===== config.mk =====
export PLATFORM = sky130hd
export DESIGN_NAME = bram_stream_reader
export DESIGN_NICKNAME = d
export VERILOG_FILES = /design/src/rtl/bram_stream_reader.sv
export SDC_FILE = /design/constraint.sdc
export NUM_CORES = 1
export LEC_CHECK = 0
export CAP_MARGIN = 20
export CELL_PAD_IN_SITES_DETAIL_PLACEMENT = 0
export CELL_PAD_IN_SITES_GLOBAL_PLACEMENT = 1
export CORE_UTILIZATION = 38
export CTS_BUF_LIST = sky130_fd_sc_hd__clkbuf_8 sky130_fd_sc_hd__clkbuf_16
export DETAILED_ROUTE_END_ITERATION = 12
export PLACE_DENSITY = 0.75
export REMOVE_ABC_BUFFERS = 1
export SLEW_MARGIN = 20
export SYNTH_ARGS = -nofsm -noshare
export SYNTH_HDL_FRONTEND = slang
export SYNTH_SLANG_ARGS = --single-unit

===== constraint.sdc =====
create_clock -name clk -period 2.45 [get_ports clk]
set_input_delay 0.735 -clock clk [delete_from_list [all_inputs] [get_ports clk]]
set_output_delay 0.735 -clock clk [all_outputs]
set_load 0.1 [all_outputs]

===== src/rtl/bram_stream_reader.sv =====
// Read sequencer for a 2-cycle-latency BRAM port (OUTREG mode). Streams len bytes
// from base upward, with read issue throttled by buffer credits so nothing is lost.
module bram_stream_reader #(
  parameter int ADDR_WIDTH = 11,
  parameter int DATA_WIDTH = 8,
  parameter int LEN_WIDTH  = 12,
  parameter int BUF_DEPTH  = 4
) (
  input  logic                  clk,
  input  logic                  rst_n,
  input  logic                  start_i,
  input  logic [ADDR_WIDTH-1:0] base_addr_i,
  input  logic [LEN_WIDTH-1:0]  len_i,
  input  logic                  abort_i,
  output logic                  busy_o,
  output logic                  done_o,
  output logic [ADDR_WIDTH-1:0] bram_addr_o,
  output logic                  bram_ce_o,
  output logic                  bram_oce_o,
  input  logic [DATA_WIDTH-1:0] bram_do_i,
  output logic                  m_valid_o,
  output logic [DATA_WIDTH-1:0] m_data_o,
  input  logic                  m_ready_i,
  output logic [1:0]            dbg_state_o
);

  localparam int PTR_W = $clog2(BUF_DEPTH);
  localparam int CNT_W = PTR_W + 1;
  localparam logic [CNT_W-1:0] DEPTH_C = CNT_W'(BUF_DEPTH);

  typedef enum logic [1:0] {
    IDLE  = 2'd0,
    ISSUE = 2'd1,
    DRAIN = 2'd2
  } state_t;

  state_t                state_q, state_d;
  logic                  done_q, done_d;
  logic [ADDR_WIDTH-1:0] addr_q;
  logic [LEN_WIDTH-1:0]  rem_q;
  logic                  p1_q, p2_q;
  logic [DATA_WIDTH-1:0] buf_q [BUF_DEPTH];
  logic [PTR_W-1:0]      wr_ptr_q, rd_ptr_q;
  logic [CNT_W-1:0]      count_q, count_nxt, credit_used;
  logic                  issue, push, pop;

  // Stream handshake: a byte transfers in any cycle where m_valid_o & m_ready_i;
  // m_valid_o never drops and m_data_o never changes until that byte is taken.
  assign push        = p2_q;
  assign pop         = (count_q != '0) && m_ready_i;
  assign count_nxt   = count_q + CNT_W'(push) - CNT_W'(pop);
  // Slots already promised (stored + in flight) must leave room for one more read.
  assign credit_used = count_q + CNT_W'(p1_q) + CNT_W'(p2_q);
  assign issue       = (state_q == ISSUE) && (credit_used < DEPTH_C) && !abort_i;

  always_comb begin
    state_d = state_q;
    done_d  = 1'b0;
    case (state_q)
      IDLE: begin
        if (start_i) begin
          if (len_i != '0) state_d = ISSUE;
          else             done_d  = 1'b1;
        end
      end
      ISSUE: begin
        if (issue && (rem_q == LEN_WIDTH'(1))) state_d = DRAIN;
      end
      DRAIN: begin
        if (!p1_q && !p2_q && (count_nxt == '0)) begin
          state_d = IDLE;
          done_d  = 1'b1;
        end
      end
      default: state_d = IDLE;
    endcase
    if (abort_i) begin
      state_d = IDLE;
      done_d  = 1'b0;
    end
  end

  always_ff @(posedge clk or negedge rst_n) begin
    if (!rst_n) begin
      state_q <= IDLE;
      done_q  <= 1'b0;
      addr_q  <= '0;
      rem_q   <= '0;
      p1_q    <= 1'b0;
      p2_q    <= 1'b0;
    end else begin
      state_q <= state_d;
      done_q  <= done_d;
      if ((state_q == IDLE) && start_i && !abort_i) begin
        addr_q <= base_addr_i;
        rem_q  <= len_i;
      end else if (issue) begin
        addr_q <= addr_q + ADDR_WIDTH'(1);
        rem_q  <= rem_q - LEN_WIDTH'(1);
      end
      p1_q <= issue;
      p2_q <= p1_q && !abort_i;
    end
  end

  always_ff @(posedge clk or negedge rst_n) begin
    if (!rst_n) begin
      for (int i = 0; i < BUF_DEPTH; i++) buf_q[i] <= '0;
      wr_ptr_q <= '0;
      rd_ptr_q <= '0;
      count_q  <= '0;
    end else if (abort_i) begin
      wr_ptr_q <= '0;
      rd_ptr_q <= '0;
      count_q  <= '0;
    end else begin
      if (push) begin
        buf_q[wr_ptr_q] <= bram_do_i;
        wr_ptr_q        <= wr_ptr_q + PTR_W'(1);
      end
      if (pop) rd_ptr_q <= rd_ptr_q + PTR_W'(1);
      count_q <= count_nxt;
    end
  end

  assign bram_addr_o = addr_q;
  assign bram_ce_o   = issue;
  assign bram_oce_o  = p1_q;
  assign m_valid_o   = (count_q != '0);
  assign m_data_o    = buf_q[rd_ptr_q];
  assign busy_o      = (state_q != IDLE);
  assign done_o      = done_q;
  assign dbg_state_o = state_q;

endmodule


==> results.ini <==
[detailed_routing]
viasPerCell=5.54
vias=2794
routed_wirelength_um=8120
drcViolationCount=0
drt.antenna.violating_nets=0
drtIter0Drc=65
dr.pass1.iters=4
wl_per_cell_um=16.1

[die]
start_util_pct=39.4
num_io_pins=62
die_w_um=97.3
core_um2=8760
die_area_um2=9470
fp-row-count=34
die_y_um=97.3

[synth]
ys.flop_type=dfrtp_1
synthCells=299
synth-edff-count=0
synth_cell_types=50
yosysSeqAreaShare_pct=48.6
ys_seq_elements=67
avgSynthCellArea_um2=11.5
syn-cell-area_um2=3450
yosys_warnings=0
synthArstFlopShare_pct=100

[timing]
rsz0062_at_grt=true
min_period_ns=2.60
max_slew_margin_pct=59.1
final.setup.worst_slack_ns=-0.149
hold_viol=0
tightest_slew_ns=0.613
finalSetupViolCount=3
clock_skew_ns=0.00582
tns_ns=-0.353
holdWs_ns=0.408
fmax_ghz=0.385
period_share_pct=106
slew_violations=0

[setup_path]
worstPathRequired_ns=1.71
rr_worst_depth=11
cp-start-kind=register
crit_fanout=3
path_class=register to output port
rrSetupSlack_ns=-0.13
critPathArrivalTime_ns=1.86
setup.worst_path.end_class=output port

[cells_and_area]
n_antenna_cell=0
syn_to_final_growth_pct=36.9
drive_gt1_share_pct=34.1
finalNetCount=438
final_util_pct=53.9

[clocking]
cts.path.max_buffers=2
cts_tree=yes
cts-hold-fix-buffers=0
clk_latency_ns=0.34
cts_made_buffers=9
root_buffer=clkbuf_8
clk_pin_slew_ns=0.08
htreeDepth=3
cts.sinks=67

[outcome]
failed_checks=negative setup slack
status=complete, but fails checks

[global_routing]
grt_pass1_wl_um=13800
antenna_found_initial=0
globalRouteOverflowTotal=0
grt_usage_pct=17.9
grt_max_degree=68
grt_pass1_vias=2860

[pwr]
p_int_uw=3270
p_total_uw=6450
p_clk_share_pct=14.3
p_seq_share_pct=26.8
switching_share_pct=49.3
leakage_uw=0.00211
peakVddDrop_uv=860
comb_power_share_pct=58.9
power_density_nw_per_um2=1360
switchingPower_uw=3180

[placement]
dp_hpwl_um=5680
port_buffers=61
pre_cts_slack_ns=-0.696
gp_routability_congestion=0.821

[worst_hold_path]
min_path_type=input pin to async pin

[job]
max_cap_violations=0

## stage by stage
| step | area (um^2) | instances |
|---|---|---|
| floorplan | 3390 | 287 |
| global placement | 4430 | 484 |
| detailed placement | 4430 | 484 |
| CTS | 4690 | 503 |
| global route | 4720 | 504 |
| finish | 4720 | 504 |
## placed cells by master (no fill, tap or decap), types with 9 or more instances in the layout
| cell | instances |
|---|---|
| nor3_1 | 11 |
| mux2_2 | 32 |
| dfrtp_1 | 67 |
| nor2_1 | 27 |
| nand3_1 | 9 |
| nand2_1 | 15 |
| buf_4 | 44 |
| or4_1 | 9 |
| clkbuf_8 | 9 |
| clkdlybuf4s50_1 | 32 |
| buf_12 | 12 |
## worst paths after layout
kind	startpoint	endpoint
worst max-delay path	count_q[0]	bram_ce_o
worst min-delay path	rst_n	buf_q[6]
worst max register to register	count_q[0]	dbg_state_o[1]
worst min register to register	buf_q[11]	buf_q[11]
max in group asynchronous	rst_n	bram_addr_o[5]
min in group clk	buf_q[11]	buf_q[11]
## Yosys cell counts (2+ instances only)
library cell,number,area [um^2]
a211oi_1,3,22.5
and3_1,7,43.8
o31ai_1,3,22.5
mux2i_1,3,30.0
or3_1,3,18.8
xor2_1,2,17.5
a21o_1,4,30.0
and2_1,2,12.5
nor2b_1,4,25.0
inv_1,10,37.5
nand3_1,9,45.0
nand2_1,15,56.3
a221o_1,4,40.0
a31oi_1,7,43.8
mux2_2,32,360
a311oi_1,5,43.8
a31o_2,4,35.0
nor2_1,27,101
nor4b_1,2,17.5
o21ai_0,5,25.0
xnor2_1,3,26.3
nor3_1,11,55.1
mux4_2,8,180
a22oi_1,2,15.0
ha_1,10,125
a32oi_1,2,17.5
dfrtp_1,67,1680
buf_2,4,20.0
clkbuf_1,6,22.5
nor4_1,7,43.8
or4_1,9,67.6
## area by class of cell
class	count	area [um^2]
inverter	11	42.5
sequential	67	1680
clock buffer	9	124
timing repair buffer	93	933
multi-input combinational	209	1740
tap	108	135
fill	775	4040
clock inverter	7	76.3
## sequential cells by signal, indices dropped and copies added (netlist names), 2 cells and up
| signal | cells |
|---|---|
| rd_ptr_q | 2 |
| dbg_state_o | 2 |
| wr_ptr_q | 2 |
| bram_addr_o | 11 |
| buf_q | 32 |
| rem_q | 12 |
| count_q | 3 |
## power by group through the flow
stage	logic (uW)	registers, uW	clock network [uW]
6_report	3800	1730	922
5_1_grt	3980	1780	1000
4_1_cts	3730	1720	953
3_5_place_dp	3610	1730	0
3_3_place_gp	3580	1720	0
2_1_floorplan	1720	2450	0
## cell families (layout without fill, tap and decap cells)
| group | count (synthesis) | in the layout | synth area share [%] |
|---|---|---|---|
| buf+inv | 23 | 120 | 2.97 |
| xor+xnor | 5 | 5 | 1.27 |
| compound gates | 46 | 46 | 10.3 |
| fa+ha+maj | 11 | 11 | 4.20 |
| mux | 43 | 43 | 16.5 |
| flops | 67 | 67 | 48.6 |
| simple gates | 104 | 104 | 16.2 |
## per-layer routing
metal | part of all wire, % | vias to the layer above | global-route usage [%]
met5 | 0 | - | 0
met4 | 0.44 | 0 | 4.86
met3 | 4.2 | 5 | 3.88
met2 | 50 | 76 | 30.1
met1 | 46 | 1389 | 23.6
li1 | - | 1324 | -
## critical path: stages (launching register included)
cell	delay [ns]
dfrtp_1	0.39
buf_6	0.13
ha_4	0.20
a21o_1	0.18
a221o_1	0.35
clkinv_2	0.10
buf_12	0.17
## repair_timing
action / CTS / global route
setup endpoints to repair: 6 / 10
resized for setup: 16 / 5
pin swaps: 8 / 5
hold endpoints to repair: 0 / 0
buffers inserted: 3 / 1
No activity file was read; power rests on OpenSTA's default activity.
